### src/rtl/opb_register_simulink2ppc_latched.sv
// opb_register_simulink2ppc_latched: fabric word latched into a PPC-readable OPB status register
module opb_register_simulink2ppc_latched #(
    parameter logic [31:0] C_BASEADDR   = 32'h0000_0000,
    parameter logic [31:0] C_HIGHADDR   = 32'h0000_00FF,
    parameter int          C_OPB_AWIDTH = 32,
    parameter int          C_OPB_DWIDTH = 32,
    parameter string       C_FAMILY     = "virtex6"
) (
    input  logic                    OPB_Clk,
    input  logic                    OPB_Rst_n,
    input  logic [0:C_OPB_AWIDTH-1] OPB_ABus,
    input  logic [0:3]              OPB_BE,
    input  logic [0:C_OPB_DWIDTH-1] OPB_DBus,
    input  logic                    OPB_RNW,
    input  logic                    OPB_select,
    input  logic                    OPB_seqAddr,
    output logic [0:C_OPB_DWIDTH-1] Sl_DBus,
    output logic                    Sl_xferAck,
    output logic                    Sl_errAck,
    output logic                    Sl_retry,
    output logic                    Sl_toutSup,
    input  logic [31:0]             user_data_in,
    input  logic                    user_valid
);
    typedef enum logic [1:0] {IDLE, ACK, HOLD} state_t;
    state_t state, state_nx;
    logic [C_OPB_AWIDTH-1:0] rel;
    logic [31:0] wd, rd_word, shadow;
    logic [15:0] count;
    logic [7:0] off;
    logic hit, ack, new_flag, ovf_flag, freeze;
    logic acc, rd_data, wr_stat, wr_ctrl, clr_ovf, clr_cnt, set_ovf, unused;
    assign rel = OPB_ABus - C_BASEADDR[C_OPB_AWIDTH-1:0];
    assign hit = OPB_select && rel <= (C_HIGHADDR[C_OPB_AWIDTH-1:0] - C_BASEADDR[C_OPB_AWIDTH-1:0]);
    assign off = rel[7:0];
    assign wd = OPB_DBus;
    assign ack = state == ACK;
    assign acc = user_valid && !freeze;
    assign rd_data = ack && OPB_RNW && off == 8'h00;
    assign wr_stat = ack && !OPB_RNW && off == 8'h04;
    assign wr_ctrl = ack && !OPB_RNW && off == 8'h08;
    assign clr_ovf = wr_stat && wd[31];
    assign clr_cnt = wr_stat && wd[0];
    // a DATA read consuming the old sample in the same cycle as a capture is not an overflow
    assign set_ovf = user_valid && (freeze || (new_flag && !rd_data));
    assign unused = ^{OPB_BE, OPB_seqAddr, wd[30:1]} ^ (C_FAMILY == "");
    always_ff @(posedge OPB_Clk) begin
        state <= !OPB_Rst_n ? IDLE : state_nx;
    end
    always_comb begin
        state_nx = state == IDLE ? (hit ? ACK : IDLE) : state == ACK ? HOLD : (OPB_select ? HOLD : IDLE);
        rd_word = off == 8'h00 ? shadow :
                  off == 8'h04 ? {ovf_flag, new_flag, 14'b0, count} :
                  off == 8'h08 ? {31'b0, freeze} : 32'b0;
    end
    always_ff @(posedge OPB_Clk) begin
        if (!OPB_Rst_n) begin
            shadow <= '0;
            count <= '0;
            new_flag <= 1'b0;
            ovf_flag <= 1'b0;
            freeze <= 1'b0;
        end else begin
            shadow <= acc ? user_data_in : shadow;
            count <= clr_cnt ? 16'h0 : acc ? count + 16'h1 : count;
            new_flag <= acc ? 1'b1 : rd_data ? 1'b0 : new_flag;
            ovf_flag <= clr_ovf ? 1'b0 : set_ovf ? 1'b1 : ovf_flag;
            freeze <= wr_ctrl ? wd[0] : freeze;
        end
    end
    assign Sl_DBus = ack && OPB_RNW ? rd_word : '0;
    assign Sl_xferAck = ack;
    assign Sl_errAck = 1'b0;
    assign Sl_retry = 1'b0;
    assign Sl_toutSup = 1'b0;
endmodule

### config.mk
export PLATFORM = sky130hd
export DESIGN_NAME = opb_register_simulink2ppc_latched
export DESIGN_NICKNAME = d
export VERILOG_FILES = /design/src/rtl/opb_register_simulink2ppc_latched.sv
export SDC_FILE = /design/constraint.sdc
export NUM_CORES = 1
export LEC_CHECK = 0
export CAP_MARGIN = 15
export CORE_MARGIN = 8
export CORE_UTILIZATION = 30
export DETAILED_ROUTE_END_ITERATION = 6
export HOLD_SLACK_MARGIN = 0.03
export MAX_ROUTING_LAYER = met4
export PLACE_DENSITY = 0.67
export SYNTH_ARGS = -nofsm -noshare
export SYNTH_HDL_FRONTEND = slang
export SYNTH_SLANG_ARGS = --single-unit
### constraint.sdc
create_clock -name OPB_Clk -period 1.7 [get_ports OPB_Clk]
set_clock_uncertainty 0.2 [all_clocks]
set_input_delay 0.17 -clock OPB_Clk [delete_from_list [all_inputs] [get_ports OPB_Clk]]
set_output_delay 0.17 -clock OPB_Clk [all_outputs]
set_load 0.02 [all_outputs]
==> out/results.ini <==
[worst_hold_path]
hold_class = in -> reg

[routing]
wl_per_cell_microns = 15.5
drc = 0
totalWireLength_mm = 8.59
ant_nets = 0
vias = 2649
drt_iter0_markers = 75
vias_per_cell = 4.78
dr.pass1.iters = 4

[synthesis]
synth_seq_area_share_pct = 40.2
yosysUniqueCellTypes = 42
synth.area.top_cells = dfxtp_1, nand2_1, a21boi_0, a22o_2, xnor2_1
yosysTopAreaCell = dfxtp_1
synth_edf_count = 0
async_flop_share_pct = 0
synth_top_area_share_pct = 40.2
syn_area_per_cell_sq_um = 8.50
synth-seq-cells = 53
synth_warnings = 0
synth_ff_type = dfxtp_1
synth_area_sq_um = 2640
syn_inst = 311

[clocking]
cts_buffers = 5
worstSkewPairLatency_ns = 0.30
cts_tree = yes
clock_path_buffers = 2
cts_root_buf = clkbuf_8
clk_pin_slew_ns = 0.10
cts.sinks = 53
cts_max_level = 2

[sta]
rsz0062_at_grt = true
max_freq_ghz = 0.469
final_max_slew_viol_count = 0
period_minus_slack_ns = 2.13
timing_hold_violations_final = 0
tns_ns = -13.11
setup-violations-final = 33
worst_slack_ns = -0.433
min_period_over_period_pct = 125

[cells_and_area]
drive_gt1_share_pct = 30.7
final_cell_mix = nand2_1, clkdlybuf4s50_1, dfxtp_1
areaGrowthSynthToFinish_pct = 68.0
final_common_cell = nand2_1
fillers = 799
fin_util_pct = 51.4
n_antenna_cell = 0
finalNetCount = 553

[setup_path]
required_ns = 1.33
cp_slowest_stage_delay_ns = 0.35
worstReg2RegStart = state[1]
startpoint = state[1]
reg2reg_slack_ns = -0.01
start_kind = flip-flop
r2r_cells = 6
crit_chain = nor4b_4 > and2_4 > and3_4 > buf_12 > a22o_2 > buf_6
path_class = reg -> out
worstSetupEndpointType = primary output
crit_path_top_delay_cell = dfxtp_2
timing.critical_path.to = Sl_DBus[27]
worstReg2RegEnd = ovf_flag
arrival_ns = 1.76
path_max_fanout = 9

[power]
ir_drop_v = 0.000350
cellPowerDensity_nw_per_um2 = 539
leakagePower_nw = 1.83

[placement]
gp_congestion = 0.774
hpwl_mm = 5.83
port_buffers = 103
pre_cts_ws_ns = -0.963

[floorplanning]
core_sq_um = 8640
fp.dieH_microns = 110
ios = 142
rows = 34
dieArea_sq_um = 12100
die_w_microns = 110
start_util_pct = 30.6

[grt]
gr-total-overflow = 0
grt_usage_pct = 14.4
grt_max_degree = 29
antenna_found_initial = 0
grt_pass1_vias = 2705
grt_pass1_wl_mm = 13.3

[status]
violations = negative setup slack
status = finished, violations left

[flow_run]
cap_violations = 0

==> how the worst min path moves through the flow <==
stage,from,to,cells after the start
4_1_cts,user_data_in[26],shadow[26],3
3_3_place_gp,shadow[16],shadow[16],2
6_report,user_data_in[22],shadow[22],3
5_1_grt,user_data_in[25],shadow[25],3
3_5_place_dp,shadow[20],shadow[20],2
2_1_floorplan,user_data_in[0],shadow[0],2
==> synthesized netlist by cell type (2+ instances only) <==
| cell type | instances |
|---|---|
| nand2_1 | 76 |
| dfxtp_1 | 53 |
| a21boi_0 | 32 |
| a22o_2 | 17 |
| nor2_1 | 17 |
| and2_1 | 15 |
| nor4_1 | 11 |
| xnor2_1 | 11 |
| buf_2 | 9 |
| inv_1 | 6 |
| nand4_1 | 6 |
| clkbuf_1 | 5 |
| nor2b_1 | 5 |
| nor3_1 | 5 |
| a21oi_1 | 4 |
| buf_4 | 3 |
| buf_6 | 3 |
| nand3_1 | 3 |
| xor2_1 | 3 |
| mux2i_1 | 2 |
| nand2b_1 | 2 |
| nor4b_1 | 2 |
| o21ai_0 | 2 |
==> critical path, delay by kind of cell (launching register included) <==
kind,cells,cell delay (ns)
simple gates,3,0.72
flops,1,0.35
buf+inv,2,0.25
compound gates,1,0.14
==> logic make-up (layout without fill, tap and decap cells) <==
family                     count (synthesis)  after routing  share of synthesized area, %
muxes                                      2              2                         0.758
other                                      1              3                         0.142
AOI/OAI and AO/OA                         58             58                          17.7
xor gates and xnor gates                  14             14                          4.64
buffers and inverters                     29            161                          6.87
DFF                                       53             53                          40.2
adders and majority gates                  1              1                         0.473
and+or+nand+nor                          153            154                          29.3
==> power by group <==
part / internal [mW] / switching (mW) / leakage [nW]
clock: 0.323 / 0.401 / 0.0433
sequential: 1.29 / 0.0271 / 0.436
combinational: 0.224 / 0.129 / 1.35
total: 1.84 / 0.557 / 1.83
==> per-layer routing <==
metal	vias up	wire (microns)	track usage, %
li1	1322	-	-
met1	1230	3590	16.5
met2	87	4330	24.3
met3	10	500	3.40
met4	0	170	4.44
met5	-	0	-
==> cell type report <==
class | count | area, sq um | share of cell area, %
clock buffers | 6 | 82.6 | 1.86
clock inverters | 1 | 7.51 | 0.169
inverters | 6 | 22.5 | 0.507
multi-input cells | 232 | 1580 | 35.7
flip-flops and latches | 53 | 1070 | 24.1
well taps | 108 | 135 | 3.04
repair buffers | 148 | 1540 | 34.7
==> what timing repair did <==
action,in CTS,in global routing
hold buffers,0,0
setup buffers,7,4
gates cloned,3,1
pin swaps,10,5
resized for setup,224,19
setup endpoints to repair,40,43
==> registers in the layout, indices dropped and copies added (netlist names) <==
| name | cells |
|---|---|
| count | 16 |
| freeze | 1 |
| new_flag | 1 |
| ovf_flag | 1 |
| shadow | 32 |
| state | 2 |
==> metrics by stage <==
| stage | cell area (sq um) | instances | power, mW | hold WS, ns |
|---|---|---|---|---|
| 6_report | 4440 | 554 | 2.39 | 0.212 |
| 2_1_floorplan | 2650 | 313 | 1.46 | 0.115 |
| 3_3_place_gp | 3960 | 532 | 1.69 | 0.245 |
| 4_1_cts | 4300 | 549 | 2.42 | 0.208 |
| 3_5_place_dp | 3960 | 532 | 1.70 | 0.252 |
| 5_1_grt | 4440 | 554 | 2.52 | 0.208 |
Note: power is estimated with default switching activity, not from simulation.
